File: config.mk
export PLATFORM = sky130hd
export DESIGN_NAME = mem_access_unit
export DESIGN_NICKNAME = d
export VERILOG_FILES = /design/src/rtl/mem_access_unit.sv
export SDC_FILE = /design/constraint.sdc
export NUM_CORES = 1
export LEC_CHECK = 0
export CAP_MARGIN = 20
export CORE_MARGIN = 2
export CORE_UTILIZATION = 45
export CTS_CLUSTER_SIZE = 25
export DETAILED_ROUTE_END_ITERATION = 8
export PLACE_DENSITY = 0.83
export REMOVE_ABC_BUFFERS = 1
export SLEW_MARGIN = 0
export SYNTH_ARGS = -nofsm -noshare
export SYNTH_HDL_FRONTEND = slang
export SYNTH_SLANG_ARGS = --single-unit
File: constraint.sdc
create_clock -name clk -period 6.4 [get_ports clk]
set_clock_uncertainty 0.1 [all_clocks]
set_input_delay 1.6 -clock clk [delete_from_list [all_inputs] [get_ports clk]]
set_output_delay 1.6 -clock clk [all_outputs]
set_load 0.01 [all_outputs]
File: src/rtl/mem_access_unit.sv
// MEM-stage load/store unit: turns the EX/MEM slot into one data-bus transaction,
// stalls the pipe until the bus answers, and returns aligned, extended load data.
//
//  state | meaning
//  IDLE  | no transaction outstanding; a legal mem op in the slot starts one
//  BUSY  | request on the bus for the live instruction, pipe stalled
//  DRAIN | slot was flushed mid-request; wait out the bus, discard the response
//  DONE  | result valid, waiting for the MEM/WB register to accept it
module mem_access_unit #(
    parameter int ADDR_W = 64,
    parameter int DATA_W = 64
) (
    input  logic              clk,
    input  logic              reset,
    input  logic              in_valid,
    input  logic              in_load,
    input  logic              in_store,
    input  logic [1:0]        in_size,
    input  logic              in_unsigned,
    input  logic [ADDR_W-1:0] in_addr,
    input  logic [DATA_W-1:0] in_wdata,
    input  logic              flushM,
    input  logic              advance,
    output logic              dreq_valid,
    output logic [ADDR_W-1:0] dreq_addr,
    output logic [1:0]        dreq_size,
    output logic [7:0]        dreq_strobe,
    output logic [DATA_W-1:0] dreq_data,
    input  logic              dresp_data_ok,
    input  logic [DATA_W-1:0] dresp_data,
    output logic              stallM,
    output logic [DATA_W-1:0] rdata,
    output logic              rdata_valid,
    output logic              misaligned
);

    typedef enum logic [1:0] {
        IDLE  = 2'd0,
        BUSY  = 2'd1,
        DRAIN = 2'd2,
        DONE  = 2'd3
    } state_t;

    state_t state, stateNext;

    logic [ADDR_W-1:0] addrQ;
    logic [1:0]        sizeQ;
    logic              unsignedQ;
    logic              loadQ;
    logic [7:0]        strobeQ;
    logic [DATA_W-1:0] dataQ;
    logic [DATA_W-1:0] rdataQ;

    logic              memOp;
    logic              misalignedRaw;
    logic              start;
    logic              isStore;
    logic [2:0]        offset;
    logic [7:0]        strobeBase;
    logic [7:0]        strobeNew;
    logic [DATA_W-1:0] dataNew;
    logic [DATA_W-1:0] loadWord;
    logic [DATA_W-1:0] loadExt;
    logic              signBit;

    assign memOp   = in_valid & (in_load | in_store);
    assign isStore = in_store & ~in_load;
    assign offset  = in_addr[2:0];

    always_comb begin
        misalignedRaw = 1'b0;
        case (in_size)
            2'd0:    misalignedRaw = 1'b0;
            2'd1:    misalignedRaw = in_addr[0];
            2'd2:    misalignedRaw = |in_addr[1:0];
            default: misalignedRaw = |in_addr[2:0];
        endcase
    end

    assign start = memOp & ~misalignedRaw & ~flushM;

    always_comb begin
        strobeBase = 8'h00;
        case (in_size)
            2'd0:    strobeBase = 8'h01;
            2'd1:    strobeBase = 8'h03;
            2'd2:    strobeBase = 8'h0F;
            default: strobeBase = 8'hFF;
        endcase
    end

    assign strobeNew = isStore ? (strobeBase << offset) : 8'h00;
    assign dataNew   = isStore ? (in_wdata << {offset, 3'b000}) : '0;

    // Response is realigned with the latched offset; the slot may have moved on by now.
    assign loadWord = dresp_data >> {addrQ[2:0], 3'b000};

    always_comb begin
        signBit = 1'b0;
        loadExt = loadWord;
        case (sizeQ)
            2'd0: begin
                signBit = ~unsignedQ & loadWord[7];
                loadExt = {{(DATA_W-8){signBit}}, loadWord[7:0]};
            end
            2'd1: begin
                signBit = ~unsignedQ & loadWord[15];
                loadExt = {{(DATA_W-16){signBit}}, loadWord[15:0]};
            end
            2'd2: begin
                signBit = ~unsignedQ & loadWord[31];
                loadExt = {{(DATA_W-32){signBit}}, loadWord[31:0]};
            end
            default: begin
                signBit = 1'b0;
                loadExt = loadWord;
            end
        endcase
    end

    always_ff @(posedge clk) begin
        if (reset) begin
            state     <= IDLE;
            addrQ     <= '0;
            sizeQ     <= 2'd0;
            unsignedQ <= 1'b0;
            loadQ     <= 1'b0;
            strobeQ   <= 8'h00;
            dataQ     <= '0;
            rdataQ    <= '0;
        end else begin
            state <= stateNext;
            if (state == IDLE && start) begin
                addrQ     <= in_addr;
                sizeQ     <= in_size;
                unsignedQ <= in_unsigned;
                loadQ     <= in_load;
                strobeQ   <= strobeNew;
                dataQ     <= dataNew;
            end
            if (state == BUSY && dresp_data_ok && !flushM) begin
                rdataQ <= loadQ ? loadExt : '0;
            end
        end
    end

    always_comb begin
        stateNext   = state;
        dreq_valid  = 1'b0;
        stallM      = 1'b0;
        rdata_valid = 1'b0;
        rdata       = '0;
        case (state)
            IDLE: begin
                stallM = start;
                if (start) stateNext = BUSY;
            end
            BUSY: begin
                dreq_valid = 1'b1;
                stallM     = 1'b1;
                // A flush that coincides with the response has nothing left to drain.
                if (flushM)             stateNext = dresp_data_ok ? IDLE : DRAIN;
                else if (dresp_data_ok) stateNext = DONE;
            end
            DRAIN: begin
                dreq_valid = 1'b1;
                if (dresp_data_ok) stateNext = IDLE;
            end
            DONE: begin
                rdata_valid = 1'b1;
                rdata       = rdataQ;
                if (advance || flushM) stateNext = IDLE;
            end
            default: stateNext = IDLE;
        endcase
        if (reset) begin
            dreq_valid  = 1'b0;
            stallM      = 1'b0;
            rdata_valid = 1'b0;
            rdata       = '0;
        end
    end

    assign misaligned  = ~reset & memOp & misalignedRaw;
    assign dreq_addr   = addrQ;
    assign dreq_size   = sizeQ;
    assign dreq_strobe = strobeQ;
    assign dreq_data   = dataQ;

endmodule
==> flow_summary.ini <==
[status]
status = finished clean

[detailed_routing]
via_per_inst = 5.778
via_count = 11760
wl_per_cell_um = 20.32
drt-initial-drc-count = 985
drc = 0
drtPass1Iterations = 6
drtAntennaViolNets = 0
routed_wirelength_um = 41360

[synth]
synth.avg_cell_area_um2 = 8.032
synth_area_um2 = 10990
synth_edf_count = 0
synth_common_cells = nand2_1, dfxtp_1, a21oi_1
ys_ff_latch = 206
ys.flop_type = dfxtp_1
netlist_top_cells_area = dfxtp_1, nand2_1, a21oi_1
synth_area_leader_cell = dfxtp_1
synth_cells = 1368
async_flop_share = 0
synth.distinct_cells = 59
synth_top_area_frac = 0.3753
yosysWarnings = 0
synth_seq_area_share = 0.3753
yosysMostFrequentCell = nand2_1

[pwr]
power_frac_seq = 0.419
ir_drop_uv = 178.6
switchingPower_w = 0.0008741
power.share.switching = 0.2718
pwr-share-clk = 0.389
p_int_w = 0.002342
p_leak_nw = 5.463
power_density_nw_per_um2 = 203.3
p_comb_frac = 0.192

[setup_path]
crit_required_ns = 4.70
r2r_slack_ns = 2.88
slowest_stage = clkdlybuf4s50_1
cp_max_fo = 15
slowest_delay_ns = 0.63
crit_arrival_ns = 3.77
cp-end-kind = output pin
critPathLaunchType = primary input
crit_chain = clkdlybuf4s50_1 -> a21o_1 -> a21oi_1 -> and3_4 -> nor2_1 -> nor2_1 -> clkdlybuf4s50_1
worstSetupPathType = primary input to output pin

[grt]
grt_antenna_before_repair = 2
overflow = 0
grt_pass1_vias = 11400
grt_use_total = 0.3056
grt_pass1_wl_um = 63170
grt_max_degree = 99

[timing]
slew_viol_final = 0
period_needed_ns = 5.474
rsz0062_at_grt = false
setup_viol = 0
fin_ws_ns = 0.9256
fmax_ghz = 0.1827
setup_tns_ns = 0
min_period_over_period = 0.8554
tightestPinTransition_ns = 1.018
slew_headroom = 0.3214
hold_viol_final = 0

[layout]
fin_area_um2 = 15820
stdcell_count = 2036
finish.utilization = 0.6541
drive_gt1_frac = 0.07895
fin_nets = 1904
syn_to_final_growth_pct = 43.93
fillers = 2002

[placement]
post-place-ws_ns = 0.9504
numPortBuffers = 408
hpwl_um = 29610
placed_cell_area_um2 = 15110
dp_cells = 1995
gp_routability_congestion = 0.9572

[floorplanning]
start_util = 0.4545
fp.dieH_um = 160.3
core-area_um2 = 24180
die_x_um = 160.3
ioPinCount = 409
die_area_um2 = 25680
core.rowCount = 57

[cts]
clock_latency_ns = 0.51
clkSlewWorstSetupHoldPaths_ns = 0.06
tritoncts = done
cts_root_buffer = clkbuf_16
cts.sinks = 206
post-cts-setup-buffers = 0
post_cts_resized = 0
clock_path_buffers = 3
numCtsBuffers = 23
htreeDepth = 1
cts.hold.buffers_added = 0

[min_path]
hold_class = flip-flop to flip-flop

[flow_run]
maxCapViolations = 0
## final cells by class
| cell class | count | area (µm²) | share of cell area |
|---|---|---|---|
| Timing Repair Buffer | 426 | 4207 | 0.2660 |
| Clock buffer | 30 | 621.8 | 0.03932 |
| Clock inverter | 8 | 72.57 | 0.004589 |
| Tap cell | 324 | 405.4 | 0.02563 |
| Multi-Input combinational cell | 1034 | 6355 | 0.4018 |
| Inverter | 6 | 22.52 | 0.001424 |
| Sequential cell | 206 | 4126 | 0.2609 |
| Antenna cell | 2 | 5.005 | 0.0003165 |
## logic make-up (layout without fill, tap and decap cells)
group / count (synthesis) / in the layout / share of synthesized area
other: 0 / 2 / 0
AOI/OAI and AO/OA: 375 / 375 / 0.2148
muxes: 137 / 137 / 0.1413
adders and majority gates: 4 / 4 / 0.004555
buffers and inverters: 128 / 470 / 0.04839
DFF: 206 / 206 / 0.3753
and+or+nand+nor: 518 / 518 / 0.2157
## final timing paths
path	start	end	depth (start not counted)
max	in_addr[2]	stallM	7
min	rdataQ[45]	rdataQ[45]	2
max reg2reg	dreq_addr[0]	rdataQ[57]	6
min reg2reg	rdataQ[45]	rdataQ[45]	2
## per-stage QoR
stage	hold slack [ns]	power, W
finish	0.3510	0.003216
detailed placement	0.3393	0.001979
global placement	0.3360	0.001966
floorplan	0.3167	0.001645
CTS	0.3525	0.003227
global route	0.3672	0.003331
## power groups by stage
| stage | clock network (W) | registers, W | logic (W) |
|---|---|---|---|
| floorplan | 0 | 0.00139 | 0.000257 |
| CTS | 0.00127 | 0.00135 | 0.000610 |
| detailed placement | 0 | 0.00137 | 0.000605 |
| global placement | 0 | 0.00137 | 0.000594 |
| global route | 0.00132 | 0.00135 | 0.000659 |
| finish | 0.00125 | 0.00135 | 0.000618 |
## flip-flops by register name, indices dropped and copies added (netlist names)
signal,flops
dreq_size,2
rdataQ,64
dreq_strobe,8
state,2
unsignedQ,1
loadQ,1
dreq_addr,64
dreq_data,64
## critical path: cells and delay by family
family | cells | cell delay [ns]
buf+inv | 2 | 1.16
compound gates | 2 | 0.63
simple gates | 3 | 0.38
## cell usage in the layout, fill, tap and decap left out, drive strengths merged, types with 4 or more instances in the layout
cell type,instances
clkdlybuf4s50,405
nand2,242
dfxtp,206
a21oi,160
nor2,94
mux2i,73
and2,71
o21ai,61
mux2,55
a211oi,32
clkbuf,31
or3,28
nor3,23
a22o,21
buf,20
nor2b,17
o22ai,16
nand2b,15
nand3,15
a221oi,14
a2bb2oi,9
a22oi,9
mux4,9
o22a,8
o211ai,8
inv,7
o21a,6
clkinv,6
a221o,5
or2,4
ha,4
## routing by layer
layer	GRT usage	share of wire	up-vias
met5	0	0	-
met3	0.08831	0.10	119
met1	0.3489	0.37	5510
li1	-	-	5498
met4	0.1192	0.043	0
met2	0.5390	0.48	637
(Power assumes the default switching activity.)
